===== config.mk =====
export PLATFORM = sky130hd
export DESIGN_NAME = dll_track_ctrl
export DESIGN_NICKNAME = d
export VERILOG_FILES = /design/src/rtl/dll_track_ctrl_pkg.sv /design/src/rtl/dll_track_ctrl_vote.sv /design/src/rtl/dll_track_ctrl.sv
export SDC_FILE = /design/constraint.sdc
export NUM_CORES = 1
export LEC_CHECK = 0
export ABC_AREA = 1
export BUFFER_PORTS_ARGS = -buffer_cell sky130_fd_sc_hd__buf_2
export CAP_MARGIN = 15
export CORE_AREA = 2 2 90 83
export CTS_CLUSTER_SIZE = 24
export DETAILED_ROUTE_END_ITERATION = 10
export DIE_AREA = 0 0 92 85
export PLACE_DENSITY_LB_ADDON = 0.1
export SETUP_SLACK_MARGIN = 0.4
export SLEW_MARGIN = 20
export SYNTH_ARGS = -nofsm -noshare
export SYNTH_HDL_FRONTEND = slang
export SYNTH_SLANG_ARGS = --single-unit

===== constraint.sdc =====
create_clock -name clk_ext -period 2.1 [get_ports clk_ext]
set_input_delay 0.315 -clock clk_ext [delete_from_list [all_inputs] [get_ports clk_ext]]
set_output_delay 0.315 -clock clk_ext [all_outputs]
set_load 0.005 [all_outputs]

===== src/rtl/dll_track_ctrl_pkg.sv =====
// Shared definitions for the DLL coarse/fine lock path.
// State and direction encodings plus the common code width.
package dll_track_ctrl_pkg;

    localparam int DLL_CODE_W = 10;

    typedef enum logic [1:0] {
        ST_IDLE   = 2'd0,
        ST_TRACK  = 2'd1,
        ST_LOCKED = 2'd2
    } state_t;

    typedef enum logic [1:0] {
        DIR_NONE = 2'd0,
        DIR_UP   = 2'd1,
        DIR_DN   = 2'd2
    } dir_t;

endpackage


===== src/rtl/dll_track_ctrl_vote.sv =====
// Majority-vote filter over FILT_LEN phase-detector samples.
// Decision is combinational on the edge that takes the last sample.
module dll_vote_filter
    import dll_track_ctrl_pkg::*;
#(
    parameter int FILT_LEN = 8,
    parameter int TH       = 2
) (
    input  logic clk_ext,
    input  logic rst_n,
    input  logic clr,
    input  logic vld,
    input  logic comp,
    output logic dec_vld,
    output dir_t dec_dir
);

    localparam int WW = (FILT_LEN > 1) ? $clog2(FILT_LEN) : 1;
    localparam int UW = $clog2(FILT_LEN + 1);

    localparam logic [WW-1:0] WIN_LAST = WW'(FILT_LEN - 1);
    localparam logic [UW-1:0] UP_TH    = UW'(FILT_LEN - TH);
    localparam logic [UW-1:0] DN_TH    = UW'(TH);

    logic [WW-1:0] win_cnt;
    logic [UW-1:0] up_cnt;
    logic [UW-1:0] up_tot;
    logic          last;

    assign up_tot  = up_cnt + UW'(comp);
    assign last    = (win_cnt == WIN_LAST);
    assign dec_vld = vld & last;

    always_comb begin
        dec_dir = DIR_NONE;
        if (up_tot >= UP_TH) begin
            dec_dir = DIR_UP;
        end else if (up_tot <= DN_TH) begin
            dec_dir = DIR_DN;
        end
    end

    always_ff @(posedge clk_ext or negedge rst_n) begin
        if (!rst_n) begin
            win_cnt <= '0;
            up_cnt  <= '0;
        end else if (clr) begin
            win_cnt <= '0;
            up_cnt  <= '0;
        end else if (vld) begin
            if (last) begin
                win_cnt <= '0;
                up_cnt  <= '0;
            end else begin
                win_cnt <= win_cnt + WW'(1);
                up_cnt  <= up_tot;
            end
        end
    end

endmodule


===== src/rtl/dll_track_ctrl.sv =====
// Bang-bang fine tracking of the DLL delay code after SAR coarse lock.
// Declares lock on dithering, requests a SAR re-search on runaway.
module dll_track_ctrl
    import dll_track_ctrl_pkg::*;
#(
    parameter int CODE_W     = DLL_CODE_W,
    parameter int FILT_LEN   = 8,
    parameter int TH         = 2,
    parameter int LOCK_CNT   = 4,
    parameter int RELOCK_RUN = 6
) (
    input  logic              clk_ext,
    input  logic              rst_n,
    input  logic              en,
    input  logic              sar_done,
    input  logic [CODE_W-1:0] sar_code,
    input  logic              comp,
    input  logic              comp_vld,
    output logic [CODE_W-1:0] code,
    output logic              code_upd,
    output logic              lock,
    output logic              relock_req,
    output logic [1:0]        state
);

    localparam int LW = $clog2(LOCK_CNT + 1);
    localparam int RW = $clog2(RELOCK_RUN + 1);

    localparam logic [LW-1:0] LOCK_MAX = LW'(LOCK_CNT);
    localparam logic [RW-1:0] RUN_MAX  = RW'(RELOCK_RUN);

    state_t            st_q, st_d;
    logic [CODE_W-1:0] code_q, code_d;
    logic              upd_q, upd_d;
    logic              lock_q, lock_d;
    logic              rr_q, rr_d;
    logic [LW-1:0]     lcnt_q, lcnt_d;
    logic [RW-1:0]     rcnt_q, rcnt_d;
    dir_t              ldir_q, ldir_d;

    logic              active;
    logic              f_clr;
    logic              f_vld;
    logic              dec_vld;
    dir_t              dec_dir;

    logic [LW-1:0]     lcnt_inc, lcnt_x;
    logic [RW-1:0]     rcnt_inc, rcnt_x;
    dir_t              ldir_x;
    logic [CODE_W-1:0] up_code, dn_code, step_code;

    assign active = (st_q != ST_IDLE);
    assign f_vld  = comp_vld & en & active & ~sar_done;
    assign f_clr  = ~en | sar_done | ~active;

    dll_vote_filter #(
        .FILT_LEN (FILT_LEN),
        .TH       (TH)
    ) u_vote (
        .clk_ext (clk_ext),
        .rst_n   (rst_n),
        .clr     (f_clr),
        .vld     (f_vld),
        .comp    (comp),
        .dec_vld (dec_vld),
        .dec_dir (dec_dir)
    );

    // Saturated steps still count toward the run length below.
    assign up_code = (code_q == '1) ? code_q : code_q + CODE_W'(1);
    assign dn_code = (code_q == '0) ? code_q : code_q - CODE_W'(1);

    always_comb begin
        step_code = code_q;
        if (dec_dir == DIR_UP) begin
            step_code = up_code;
        end else if (dec_dir == DIR_DN) begin
            step_code = dn_code;
        end
    end

    assign lcnt_inc = (lcnt_q == LOCK_MAX) ? lcnt_q : lcnt_q + LW'(1);
    assign rcnt_inc = (rcnt_q == RUN_MAX) ? rcnt_q : rcnt_q + RW'(1);

    always_comb begin
        lcnt_x = lcnt_inc;
        rcnt_x = '0;
        ldir_x = ldir_q;
        if (dec_dir != DIR_NONE) begin
            if (dec_dir == ldir_q) begin
                lcnt_x = '0;
                rcnt_x = rcnt_inc;
            end else begin
                rcnt_x = RW'(1);
                ldir_x = dec_dir;
            end
        end
    end

    always_comb begin
        st_d   = st_q;
        code_d = code_q;
        upd_d  = 1'b0;
        lock_d = lock_q;
        rr_d   = 1'b0;
        lcnt_d = lcnt_q;
        rcnt_d = rcnt_q;
        ldir_d = ldir_q;
        unique case (1'b1)
            !en: begin
                st_d   = ST_IDLE;
                lock_d = 1'b0;
                lcnt_d = '0;
                rcnt_d = '0;
                ldir_d = DIR_NONE;
            end
            en && sar_done: begin
                st_d   = ST_TRACK;
                code_d = sar_code;
                upd_d  = 1'b1;
                lock_d = 1'b0;
                lcnt_d = '0;
                rcnt_d = '0;
                ldir_d = DIR_NONE;
            end
            dec_vld: begin
                if (rcnt_x >= RUN_MAX) begin
                    st_d   = ST_IDLE;
                    rr_d   = 1'b1;
                    lock_d = 1'b0;
                    lcnt_d = '0;
                    rcnt_d = '0;
                    ldir_d = DIR_NONE;
                end else begin
                    code_d = step_code;
                    upd_d  = (step_code != code_q);
                    lcnt_d = lcnt_x;
                    rcnt_d = rcnt_x;
                    ldir_d = ldir_x;
                    if (st_q == ST_TRACK && lcnt_x >= LOCK_MAX) begin
                        st_d   = ST_LOCKED;
                        lock_d = 1'b1;
                    end
                end
            end
            default: begin
            end
        endcase
    end

    always_ff @(posedge clk_ext or negedge rst_n) begin
        if (!rst_n) begin
            st_q   <= ST_IDLE;
            code_q <= '0;
            upd_q  <= 1'b0;
            lock_q <= 1'b0;
            rr_q   <= 1'b0;
            lcnt_q <= '0;
            rcnt_q <= '0;
            ldir_q <= DIR_NONE;
        end else begin
            st_q   <= st_d;
            code_q <= code_d;
            upd_q  <= upd_d;
            lock_q <= lock_d;
            rr_q   <= rr_d;
            lcnt_q <= lcnt_d;
            rcnt_q <= rcnt_d;
            ldir_q <= ldir_d;
        end
    end

    assign code       = code_q;
    assign code_upd   = upd_q;
    assign lock       = lock_q;
    assign relock_req = rr_q;
    assign state      = st_q;

endmodule


==> impl_metrics.json <==
{
  "run_status": "complete, no violations",
  "worstPathCellList": "ha_4 -> ha_4 -> nand2_2 -> inv_2 -> nor2_4 -> nand2_4 -> nand2_2 -> nand2_2 -> nor2_4 -> nand4_4 -> nand2_4 -> nand2_8 -> nand2_1 -> o21ai_0",
  "final_cell_mix": "nand2_1, nand3_1, dfrtp_1, buf_2, inv_1",
  "hold_class": "input pin to asynchronous set/reset pin",
  "synth_edf_count": 0,
  "ir_drop_mv": 0.321,
  "rr_endpoint": "code[8]$_DFFE_PN0P_",
  "cts_tree": "done",
  "grt_pass1_vias": 2343,
  "avgSynthCellArea_sq_um": 6.99,
  "grt_pass1_wl_um": 11300,
  "period_share": 0.970,
  "port_buffers": 30,
  "cpMaxStageDelayCell": "dfrtp_1",
  "max_cap_viol_count": 0,
  "reg2regPathDepth": 14,
  "cp.depth": 14,
  "grt_max_degree": 31,
  "core_sq_mm": 0.00689,
  "clock-skew-final_ps": 4.11,
  "synthesis.area_sq_mm": 0.00236,
  "leakagePower_nw": 1.56,
  "antenna_cells": 0,
  "ys.flop_type": "dfrtp_1",
  "crit_start": "u_vote.up_cnt[0]$_DFFE_PN0P_",
  "place_ws_ps": -45.3,
  "top_usage_layer": "met2",
  "drtAntennaViolNets": 0,
  "routed_wl_um": 6590,
  "yosys_register_bits": 30,
  "layout.nets": 424,
  "final_max_slew_viol_count": 0,
  "relSlewSlack": 0.520,
  "setup_viol": 0,
  "crit_top_cell": "nand2_2",
  "slowest_delay_ps": 410,
  "cts.sinks": 30,
  "rows": 29,
  "final_cells": 491,
  "p_comb_frac": 0.210,
  "fin_crit_ps": 2040,
  "drt_iter0_drc": 151,
  "yosys_warnings": 0,
  "routabilityCongestion": 0.812,
  "clock_latency_ps": 290,
  "die_h_um": 85,
  "vias": 2346,
  "ys_types": 34,
  "tightestPinTransition_ps": 720,
  "p_sw_frac": 0.302,
  "clk_path_buf_depth": 2,
  "dp_hpwl_um": 4860,
  "worstSetupPathType": "register to register",
  "die_x_um": 92,
  "layout_commonest_cell": "nand2_1",
  "fin_ws_ps": 63.4,
  "antenna_found_initial": 0,
  "initial_core_util": 0.343,
  "pwr-share-clk": 0.387,
  "htree_levels": 2,
  "overflow": 0,
  "ios": 31,
  "crit_path_end_kind": "register",
  "fill_cells": 751,
  "drcViolationCount": 0,
  "worstPathArrival_ps": 2200,
  "clkTransAtPathRegs_ps": 70,
  "final.setup.tns_ps": 0,
  "power_switching_mw": 0.488,
  "via_per_inst": 4.78,
  "first_pass_iters": 5,
  "cp-endpoint": "code[8]$_DFFE_PN0P_",
  "power_frac_seq": 0.402,
  "ctsHoldBuffers": 0,
  "power_density_mw_per_mm2": 525,
  "grtUsageTotal": 0.183,
  "numCtsBuffers": 5,
  "drive_above_1_share": 0.291,
  "grt.met3_usage": 0.0293,
  "p_int_mw": 1.13,
  "required_ps": 2270,
  "rrSetupSlack_ps": 60,
  "grt_use_met2": 0.279,
  "synthesis.nets": 364,
  "crit_family": "simple AND/OR/NAND/NOR gates",
  "use_met1": 0.267,
  "rsz0062_at_grt": "true",
  "cts-root-buf": "clkbuf_8",
  "wl_per_cell_um": 13.4,
  "placed_cells": 476,
  "area_growth_pct": 30.2,
  "yosysSeqAreaShare": 0.318,
  "path_max_fanout": 18,
  "async_flop_share": 1.00,
  "die-area_sq_mm": 0.00782,
  "r2r-start": "u_vote.up_cnt[0]$_DFFE_PN0P_",
  "hold_violations": 0,
  "postSynthCellCount": 338,
  "start_kind": "register",
  "path_buf_inv": 1,
  "fmaxAchievable_mhz": 491
}
==> registers in the layout, summed over array words and instances (netlist names) <==
register	cells
rcnt_q	3
code	10
relock_req	1
ldir_q	2
code_upd	1
u_vote.up_cnt	4
state	2
lcnt_q	3
u_vote.win_cnt	3
lock	1
==> routing by layer <==
layer / share of wire / vias to the layer above
met1: 0.53 / 1058
met2: 0.42 / 48
met4: 0.013 / 0
met5: 0 / -
met3: 0.035 / 9
li1: - / 1231
==> area by class of cell <==
cell class	count	area (sq um)	area share
clock buffer	6	82.6	0.0269
clock inverter	1	30.0	0.00976
tap	93	116	0.0378
multi-input combinational	263	1540	0.500
sequential	30	751	0.244
timing repair buffer	62	422	0.137
inverter	36	135	0.0439
==> cell families (layout without fill, tap and decap cells) <==
logic type,Yosys count,after routing,synth area share
buffers and inverters,45,105,0.0789
adder cells (fa/ha/maj),10,10,0.0530
flip-flops,30,30,0.318
AND/OR/NAND/NOR,208,208,0.410
AO/OA/AOI/OAI,33,33,0.0959
XOR/XNOR,12,12,0.0445
==> synthesized netlist by cell type, types with 2 or more instances <==
cell type | n | share of area
nand4_1 | 7 | 0.019
buf_2 | 5 | 0.011
nor2_1 | 17 | 0.027
inv_2 | 3 | 0.0048
nand3_2 | 2 | 0.0085
nand3_1 | 54 | 0.11
xor2_1 | 10 | 0.037
nor3_1 | 2 | 0.0042
nand2_4 | 2 | 0.0095
a22o_1 | 2 | 0.0074
clkbuf_1 | 2 | 0.0032
xnor2_1 | 2 | 0.0074
clkinv_1 | 2 | 0.0032
a32o_1 | 2 | 0.0085
o21ai_0 | 15 | 0.032
nand2_2 | 5 | 0.013
o21ai_2 | 6 | 0.022
dfrtp_1 | 30 | 0.32
o22ai_1 | 2 | 0.0053
ha_1 | 10 | 0.053
nor2_4 | 4 | 0.019
o211ai_1 | 2 | 0.0064
nand2_1 | 111 | 0.18
inv_1 | 31 | 0.049
==> stage by stage <==
| stage | hold slack (ps) | total power, mW | util | cell area [sq um] |
|---|---|---|---|---|
| 2_1_floorplan | 19.4 | 0.862 | - | 2390 |
| 3_3_place_gp | 419 | 0.990 | 0.406 | 2800 |
| 3_5_place_dp | 421 | 0.993 | 0.406 | 2800 |
| 4_1_cts | 108 | 1.63 | 0.438 | 3020 |
| 5_1_grt | 136 | 1.71 | 0.446 | 3080 |
| 6_report | 75.7 | 1.62 | 0.446 | 3080 |
==> power groups by stage <==
stage               logic, mW  registers (mW)  clock network (mW)
floorplan               0.213           0.649                   0
global placement        0.328           0.662                   0
detailed placement      0.332           0.661                   0
CTS                     0.337           0.650               0.640
global route            0.393           0.656               0.665
finish                  0.340           0.650               0.626
==> repair_timing <==
action,CTS,global route
resized for setup,18,14
setup endpoints to repair,23,23
pin swaps,5,5
hold endpoints to repair,0,0
setup buffers,6,2
cloned,0,0
==> worst min-delay path by stage <==
stage	start	end	slack, ps
final	rst_n	lcnt_q[2]$_DFFE_PN0P_	80
after global routing	rst_n	code[0]$_DFFE_PN0P_	140
after CTS	rst_n	u_vote.win_cnt[2]$_DFFE_PN0P_	110
after detailed placement	rst_n	lcnt_q[2]$_DFFE_PN0P_	420
after global placement	rst_n	lcnt_q[2]$_DFFE_PN0P_	420
after floorplan	rst_n	code[0]$_DFFE_PN0P_	20
(Power assumes the default switching activity.)
